[src/rtl/rv_ctrl_pkg.sv]
// Shared definitions for the RV32 pipeline control blocks: FSM state
// encodings, the NOP instruction word and default timing parameters.
package rv_ctrl_pkg;

  typedef enum logic [1:0] {
    ST_RUN    = 2'd0,
    ST_DRAIN  = 2'd1,
    ST_HALTED = 2'd2,
    ST_STEP   = 2'd3
  } ctrl_state_t;

  localparam logic [31:0] NOP_INSN             = 32'h00000013;
  localparam int          DEFAULT_STALL_LIMIT  = 1024;
  localparam int          DEFAULT_DRAIN_CYCLES = 2;

endpackage

[src/rtl/stall_watchdog.sv]
// Counts consecutive busy cycles and raises a sticky flag once the count
// reaches STALL_LIMIT. Purely observational; it never stalls the pipeline.
module stall_watchdog
  import rv_ctrl_pkg::*;
#(
  parameter int STALL_LIMIT = DEFAULT_STALL_LIMIT
) (
  input  logic sys_clk,
  input  logic sys_rst,
  input  logic busy,
  output logic stall_timeout
);

  localparam int CW = $clog2(STALL_LIMIT + 1);

  logic [CW-1:0] stall_cnt;

  // The flag rises on the edge that completes the STALL_LIMIT-th busy cycle.
  always_ff @(posedge sys_clk) begin
    if (sys_rst) begin
      stall_cnt     <= '0;
      stall_timeout <= 1'b0;
    end else if (busy) begin
      if (stall_cnt != CW'(STALL_LIMIT)) begin
        stall_cnt <= stall_cnt + CW'(1);
      end
      if (stall_cnt >= CW'(STALL_LIMIT - 1)) begin
        stall_timeout <= 1'b1;
      end
    end else begin
      stall_cnt <= '0;
    end
  end

endmodule

[src/rtl/pipe_ctrl.sv]
// Pipeline control for the 3-stage RV32 core: hold/flush/PC-load generation
// plus the debug run/halt/step FSM and a stall watchdog.
module pipe_ctrl
  import rv_ctrl_pkg::*;
#(
  parameter int ADDR_W       = 32,
  parameter int STALL_LIMIT  = DEFAULT_STALL_LIMIT,
  parameter int DRAIN_CYCLES = DEFAULT_DRAIN_CYCLES
) (
  input  logic              sys_clk,
  input  logic              sys_rst,
  input  logic              jump_req,
  input  logic [ADDR_W-1:0] jump_addr,
  input  logic              ex_busy,
  input  logic              mem_busy,
  input  logic              dbg_halt_req,
  input  logic              dbg_resume_req,
  input  logic              dbg_step_req,
  output logic              pc_hold,
  output logic              pc_load,
  output logic [ADDR_W-1:0] pc_load_addr,
  output logic              if_id_hold,
  output logic              id_ex_hold,
  output logic              if_id_flush,
  output logic              id_ex_flush,
  output logic              halted,
  output logic              stall_timeout
);

  localparam int DW = $clog2(DRAIN_CYCLES + 1);

  ctrl_state_t   state;
  ctrl_state_t   state_next;
  logic [DW-1:0] drain_cnt;
  logic          busy;

  assign busy = ex_busy | mem_busy;

  always_ff @(posedge sys_clk) begin
    if (sys_rst) begin
      state     <= ST_RUN;
      drain_cnt <= '0;
      halted    <= 1'b0;
    end else begin
      state  <= state_next;
      halted <= (state_next == ST_HALTED);
      if (state_next == ST_DRAIN && state != ST_DRAIN) begin
        drain_cnt <= '0;
      end else if (state == ST_DRAIN && !busy) begin
        drain_cnt <= drain_cnt + DW'(1);
      end
    end
  end

  always_comb begin
    state_next = state;
    case (state)
      ST_RUN: begin
        if (dbg_halt_req) state_next = ST_DRAIN;
      end
      ST_DRAIN: begin
        if (!busy && drain_cnt == DW'(DRAIN_CYCLES - 1)) state_next = ST_HALTED;
      end
      ST_HALTED: begin
        if (dbg_resume_req)    state_next = ST_RUN;
        else if (dbg_step_req) state_next = ST_STEP;
      end
      ST_STEP: begin
        if (!busy) state_next = ST_DRAIN;
      end
      default: state_next = ST_RUN;
    endcase
  end

  // Priority: reset, then busy freeze, then halted freeze, then jump, then drain.
  always_comb begin
    pc_hold      = 1'b0;
    pc_load      = 1'b0;
    pc_load_addr = '0;
    if_id_hold   = 1'b0;
    id_ex_hold   = 1'b0;
    if_id_flush  = 1'b0;
    id_ex_flush  = 1'b0;
    if (!sys_rst) begin
      if (busy || state == ST_HALTED) begin
        pc_hold    = 1'b1;
        if_id_hold = 1'b1;
        id_ex_hold = 1'b1;
      end else if (jump_req) begin
        pc_load      = 1'b1;
        pc_load_addr = jump_addr;
        if_id_flush  = 1'b1;
        id_ex_flush  = 1'b1;
      end else if (state == ST_DRAIN) begin
        pc_hold     = 1'b1;
        if_id_flush = 1'b1;
      end
    end
  end

  stall_watchdog #(
    .STALL_LIMIT(STALL_LIMIT)
  ) u_stall_watchdog (
    .sys_clk      (sys_clk),
    .sys_rst      (sys_rst),
    .busy         (busy),
    .stall_timeout(stall_timeout)
  );

endmodule

[config.mk]
export PLATFORM = sky130hd
export DESIGN_NAME = pipe_ctrl
export DESIGN_NICKNAME = d
export VERILOG_FILES = /design/src/rtl/rv_ctrl_pkg.sv /design/src/rtl/stall_watchdog.sv /design/src/rtl/pipe_ctrl.sv
export SDC_FILE = /design/constraint.sdc
export NUM_CORES = 1
export LEC_CHECK = 0
export BUFFER_PORTS_ARGS = -buffer_cell sky130_fd_sc_hd__buf_2
export CAP_MARGIN = 10
export CORE_MARGIN = 2
export CORE_UTILIZATION = 37
export CTS_BUF_LIST = sky130_fd_sc_hd__clkbuf_4 sky130_fd_sc_hd__clkbuf_8 sky130_fd_sc_hd__clkbuf_16
export DETAILED_ROUTE_END_ITERATION = 16
export PLACE_DENSITY = 0.76
export SETUP_SLACK_MARGIN = 0.2
export SYNTH_ARGS = -nofsm -noshare
export SYNTH_HDL_FRONTEND = slang
export SYNTH_HIERARCHICAL = 1
export SYNTH_SLANG_ARGS = --single-unit
[constraint.sdc]
create_clock -name sys_clk -period 1.6 [get_ports sys_clk]
set_input_delay 0.4 -clock sys_clk [delete_from_list [all_inputs] [get_ports sys_clk]]
set_output_delay 0.4 -clock sys_clk [all_outputs]
set_load 0.1 [all_outputs]
* After elaboration in Yosys (flattened, before gate mapping) *
Cells that the tools add are included.
W data, S select, Z words.

storage, ports and cells
  logic and storage cells = 48
  register bits after elaboration = 17
  input bits = 40
  output and inout port bits = 40

operators by class
  reduce and logical (&&, ||, !) cells = 9
  multiplexer cells = 21
  $add $sub $neg = 2
  magnitude comparators = 1
  bitwise operators = 2
  equal/unequal tests = 8

operators by type and width
  kind                     number
  $mux W32                 3
  $mux W1                  12
  $add A11 B1 Y11 const B  1
  $ge A11 B10 Y1 const B   1
  $ne A11 B11 Y1 const B   1
  $mux W2                  5
  $pmux W2 S4              1
  $eq A2 B1 Y1 const B     3
  $eq A2 B2 Y1 const B     3
  $reduce_or A2 Y1         2
  $logic_and A1 B1 Y1      3
  $add A2 B1 Y2 const B    1
  $logic_not A2 Y1         1
  $ne A2 B1 Y1 const B     1
  $reduce_and A2 Y1        1
  $logic_not A1 Y1         1
  $logic_or A1 B1 Y1       1
  $not A1 Y1               1
  $or A1 B1 Y1             1

* Longest topological paths before layout *
Gate-level depths: netlist (run 1).

  depth after elaboration = 8
  gate-level depth with buffers = 6
  gate-level depth less buffers = 6

* Cells and area by module *
Netlist (run 1), hierarchy kept.

modules (own cells, without submodules)
  module          area an instance (um2)  sequential area each (um2)  times used  cells each
  stall_watchdog  588.1                   240.2                       1           66
  pipe_ctrl       538.0                   100.1                       1           73

* Least setup slack after synthesis (run 1) *
No wires, ideal clock.

  path type = register to output
  start point = reg state[0]
  end point = out if_id_hold
  path slack = -1.246 ns
  data required time = 1.200 ns
  data arrival time = 2.446 ns
  stages on the path, launching flop included = 5
  buffers on the path = 1
  cells stage by stage = dfxtp_1 nand2b_2 and2_1 nor2_1 buf_4

on the way
  word-level cells in the longest chain between the ends = 4

ends and longest elaborated chain
  what                    RTL line         text
  from (decl)             pipe_ctrl.sv:32  ctrl_state_t state;
  from (signal assigned)  pipe_ctrl.sv:45  state <= state_next;
  $eq A2 B2 Y1            pipe_ctrl.sv:85  if (busy || state == ST_HALTED) begin
  $logic_or A1 B1 Y1      pipe_ctrl.sv:85
  $mux W1 (2 in series)   --
  to (decl)               pipe_ctrl.sv:22  output logic if_id_hold,

No other way between the ends.

* Worst setup path after layout (run 1) *
  start point = reg state[0]
  end point = out pc_load_addr[29]

on the way
  word-level cells in the longest chain between the ends = 4

ends and longest elaborated chain
  what                RTL line         text
  $eq A2 B2 Y1        pipe_ctrl.sv:85
  $logic_or A1 B1 Y1  pipe_ctrl.sv:85
  $mux W32            pipe_ctrl.sv:85
  $mux W32            pipe_ctrl.sv:84  if (!sys_rst) begin
  to (decl)           pipe_ctrl.sv:21  output logic [ADDR_W-1:0] pc_load_addr,

No other way between the ends.

==> out/results.tsv, run 1 <==
metric	value	unit
Seq cells post-synth	17	
DP Worst Slack	-183	ps
min-delay worst type	in2reg	
routed vias	1448	
fin util	0.870	
crit start category	register	
number of port buffers	79	
pwr/cell area	448	nW/um^2
GR Util met2	0.552	
Synth area leaders	dfxtp_1, and2_1, ha_1, nor2_1, a21oi_1	
Final #Nets	279	
CP required	1200	ps
# H-tree levels	1	
busiest grt layer	met2	
largest area contributor in the netlist	dfxtp_1	
Yosys warning total	6	
final worst path period need	1960	ps
met3 Use GR	0.0939	
GRT Total Usage	0.303	
vias per cell	5.40	
placed cell count	255	
hold_buf cts	0	
Synth top cells by count	and2_1, dfxtp_1, nor2_1	
Worst-Skew Late Latency	290	ps
clock sink count	17	
DR iter-0 viols	73	
Routability Congestion	0.891	
met1 Use GR	0.311	
average instance area after synthesis	8.10	sq um
Clock Tree Buf Depth	2	
critical path arrival	1560	ps
vias in the first global route	1486	
final setup vio count	38	
Slew Limit Headroom	0.733	
CTS Buf Count	3	
post-synth top area share	0.302	
final std cells w/o fill	268	
first-pass GRT wire length	7730	um
Power Total	1.16	mW
die height	59.2	um
die area	3500	sq um
worst vdd ir	0.382	mV
grt total ovfl	0	
Layout fillers	134	
Initial Utilization	0.378	
synthesized area	1130	sq um
largest net degree at the start of global routing	15	
Final Hold Viols	0	
sequential share of the synthesized area	0.302	
Clock transition at path regs	90	ps
n_diodes	0	
Mapped Cells	139	
Yosys cell types	38	
ys flop type	dfxtp_1	
Mapped Nets	182	
setup_tns	-12460	ps
clk root buf	clkbuf_4	
Crit. End Element	primary output	
CTS tree	yes	
Final Routed Wirelength	5480	um
DP Wirelength	3540	um
layout cells sized above 1	0.732	
drt first pass iters	4	
failing checks	setup timing	
core footprint	2980	sq um
measured slew at the worst slew-check pin	398	ps
fmax	511	MHz
Ports	80	
RSZ-0062 raised after global routing	yes	
DRC viols	0	
cell area after layout	2590	sq um
critical path class	reg2out	
Final Slew Violations	0	
Placement Rows	20	
Final WS setup	-359	ps
Hold Worst Slack	459	ps
placed cell area	2320	sq um
antenna violations before repair	0	
most numerous cell in the Yosys netlist	and2_1	
status	finished, violations left	
Post-synth EDFFs	0	
Pleak	1.12	nW
Avg WL per Cell	20.4	um
clk_skew	3.05	ps
Async S/R FF share, synth	0	
Max Cap Viol	0	
Die W	59.2	um
worst-path maximum fanout	14	
period utilisation layout	1.22	
antenna viol nets, final	0	
Synth-to-Final Area Change	130	%
worst max-delay path, stage by stage, from the launching register on:
cell	delay (ps)
dfxtp_2	350
nand2b_4	130
and4_4	280
buf_12	160
and2_4	170
buf_12	170
final timing paths:
kind,startpoint,slack (ps),cells after the start,endpoint
setup / recovery,state[0],-360,5,pc_load_addr[29]
hold reg to reg,u_stall_watchdog/stall_cnt[9],530,2,u_stall_watchdog/stall_cnt[9]
setup reg to reg,state[0],70,6,drain_cnt[1]
hold / removal,sys_rst,460,3,state[0]
cell families (layout without fill, tap and decap cells):
logic type / Yosys count / count (layout) / share of synthesized area
mux: 2 / 2 / 0.0200
compound gates: 23 / 23 / 0.139
simple gates: 74 / 74 / 0.410
xor+xnor: 4 / 4 / 0.0311
flops: 17 / 17 / 0.302
fa+ha+maj: 3 / 3 / 0.0333
buf+inv: 16 / 112 / 0.0644
timing repair:
item,in CTS,in global routing
setup endpoints to repair,45,48
endpoints found under the hold margin,0,0
gates resized for setup,16,21
cloned,1,0
buffers inserted,4,4
pin swaps,7,7
power by group:
group	internal, mW	leakage [nW]	switching, mW
combinational	0.199	0.960	0.279
sequential	0.427	0.143	0.0136
clock	0.114	0.0184	0.127
total	0.740	1.12	0.420
registers in the layout, indices dropped and copies added, names as in the netlist:
signal and flops:
u_stall_watchdog/stall_cnt 11, drain_cnt 2, state 2, halted 1, u_stall_watchdog/stall_timeout 1
layout make-up:
class / count / area (sq um) / area share
Tap cell: 33 / 41.3 / 0.0159
Timing Repair Buffer: 99 / 1170 / 0.452
Sequential cell: 17 / 364 / 0.141
Multi-Input combinational cell: 106 / 950 / 0.366
Inverter: 9 / 33.8 / 0.0130
Clock buffer: 4 / 30.0 / 0.0116
placed cells by master (no fill, tap or decap), types with 2 or more instances in the layout:
master	netlist	layout
a211oi_2	1	2
a21oi_1	7	5
and2_4	0	34
buf_12	0	38
buf_16	0	2
buf_2	4	39
buf_4	2	17
buf_6	0	3
clkbuf_4	0	4
dfxtp_1	17	8
dfxtp_2	0	4
dfxtp_4	0	5
ha_1	3	2
inv_1	9	9
mux2_4	0	2
nand2_1	2	2
nand2b_1	3	2
nand2b_4	0	2
nand3_1	2	2
nand4_4	0	2
nor2_1	10	8
nor2_4	0	2
nor2b_1	3	2
nor3_1	3	2
o21ai_0	5	5
o31ai_1	2	2
or3_1	4	4
xnor2_1	3	3
routing by layer:
metal  vias up  share of wire
li1        663              -
met1       690           0.36
met2        81           0.54
met3        14          0.087
met4         0          0.022
met5         -              0
Note: power is estimated with default switching activity, not from simulation.
==> run 2: changes to the inputs <==
- MAX_ROUTING_LAYER: not set -> met4
- PLACE_DENSITY: 0.76 -> not set
- PLACE_DENSITY_LB_ADDON: not set -> 0.1
==> out/results.tsv, run 2 (synthesis gave the netlist of run 1 again) <==
metric	value	unit	change
FF-to-FF End	drain_cnt[0]		
Final WS setup	-363	ps	-4.98 ps
cell area after layout	2700	sq um	+4.1%
flop2flop setup slack	70	ps	about the same
clock sink count	17		unchanged
Avg WL per Cell	19.7	um	-3.6%
Hold Worst Slack	471	ps	+12.1 ps
crit path cell chain	buf_4 > buf_6 > nor2b_4 > and2_4 > a21o_4 > buf_12		
worst-path maximum fanout	4		-10
Placement Rows	20		unchanged
Power Total	1.21	mW	+4.6%
DRC viols	0		unchanged
Pleak	1.17	nW	+4.5%
period utilisation layout	1.23		+0.00311
# H-tree levels	1		unchanged
Ports	80		unchanged
critical path class	reg2out		
CP startpoint	state[0]		
drt first pass iters	5		+1
RSZ-0062 raised after global routing	yes		
Worst Setup EP	if_id_flush		
slowest cell on the critical path	dfxtp_2		
hold_buf cts	0		unchanged
fin util	0.905		+0.0353
vias per cell	5.36		-0.75%
most frequent cells in the layout	buf_2, buf_12, and2_4		
final worst path period need	1960	ps	+4.98 ps
Routability Congestion	0.910		+2.2%
final setup vio count	38		unchanged
largest net degree at the start of global routing	18		+3
die area	3500	sq um	unchanged
first-pass GRT wire length	7090	um	-8.3%
failing checks	setup timing		
Initial Utilization	0.378		unchanged
Layout fillers	134		unchanged
Max Cap Viol	0		unchanged
Clock transition at path regs	90	ps	about the same
worst vdd ir	0.640	mV	+68%
Final Routed Wirelength	5440	um	-0.69%
Largest register FFs	11		unchanged
n_diodes	0		unchanged
critical path arrival	1560	ps	about the same
CTS tree	yes		
fmax	509	MHz	-0.25%
min-delay worst type	in2reg		
clk root buf	clkbuf_4		
pwr/cell area	450	nW/um^2	+0.51%
Final #Nets	287		+2.9%
status	finished, violations left		
die height	59.2	um	unchanged
placed cell area	2330	sq um	+0.65%
Worst-Skew Late Latency	300	ps	about the same
CTS Buf Count	3		unchanged
Crit. End Element	primary output		
Synth-to-Final Area Change	139	%	
layout cells sized above 1	0.749		+0.0171
Largest regs	u_stall_watchdog/stall_cnt x11, drain_cnt x2, state x2		
Final Hold Viols	0		unchanged
worst reg2reg path depth	7		+1
antenna violations before repair	0		unchanged
Final Slew Violations	0		unchanged
Reg with most FFs	u_stall_watchdog/stall_cnt		
worst hold stages	3		unchanged
clk_skew	2.97	ps	-0.0763 ps
Slew Limit Headroom	0.683		-0.0492
grt total ovfl	0		unchanged
antenna viol nets, final	0		unchanged
Clock Tree Buf Depth	2		unchanged
DP Worst Slack	-194	ps	-11.1 ps
number of port buffers	79		unchanged
Die W	59.2	um	unchanged
Reg-to-Reg Start	state[0]		
vias in the first global route	1493		+0.47%
CP required	1200	ps	about the same
measured slew at the worst slew-check pin	471	ps	+73.3 ps
crit start category	register		
DR iter-0 viols	62		-15%
core footprint	2980	sq um	unchanged
DP Wirelength	3360	um	-5.1%
Max stage delay on crit path	350	ps	about the same
routed vias	1480		+2.2%
GRT Total Usage	0.278		-0.0248
## run 2: area by class of cell
class / count / area (sq um) / area share
clock buffer: 4 / 30.0 / 0.0111
sequential: 17 / 363 / 0.135
timing repair buffer: 107 / 1240 / 0.460
tap: 33 / 41.3 / 0.0153
multi-input combinational: 106 / 988 / 0.367
inverter: 9 / 33.8 / 0.0125
## run 2: metal layers
metal	part of all wire	vias up	track usage
met3	0.071	27	0.0502
met1	0.35	689	0.298
met5	0	-	-
met4	0.048	0	0.120
met2	0.53	85	0.498
li1	-	679	-
## run 2: per-stage QoR
stage / instances / TNS (ps)
detailed placement: 257 / -6330
global route: 276 / -14350
floorplan: 139 / -2800
global placement: 257 / -5040
finish: 276 / -12410
CTS: 267 / -11290
## run 2: worst min path at each step
stage	endpoint	slack, ps	from
after global routing	state[0]	470	sys_rst
after floorplan	u_stall_watchdog/stall_cnt[10]	460	u_stall_watchdog/stall_cnt[10]
after global placement	u_stall_watchdog/stall_cnt[10]	480	u_stall_watchdog/stall_cnt[10]
final	state[0]	470	sys_rst
after detailed placement	u_stall_watchdog/stall_cnt[10]	500	u_stall_watchdog/stall_cnt[10]
after CTS	state[0]	460	sys_rst
## run 2: what timing repair did
item,CTS,global route
buffers inserted,5,9
setup endpoints to repair,47,49
resized for setup,19,26
pin swaps,11,12
endpoints found under the hold margin,0,0
cloned,1,0
## run 2: critical path, delay by kind of cell, from the launching register on
kind / cells / cell delay, ps
AOI/OAI and AO/OA: 1 / 120
buffers and inverters: 3 / 360
DFF: 1 / 350
and+or+nand+nor: 2 / 430
## run 2: power by group
group / total, mW / switching (mW) / internal (mW)
clock network: 0.255 / 0.140 / 0.115
logic: 0.520 / 0.292 / 0.228
registers: 0.439 / 0.0104 / 0.429
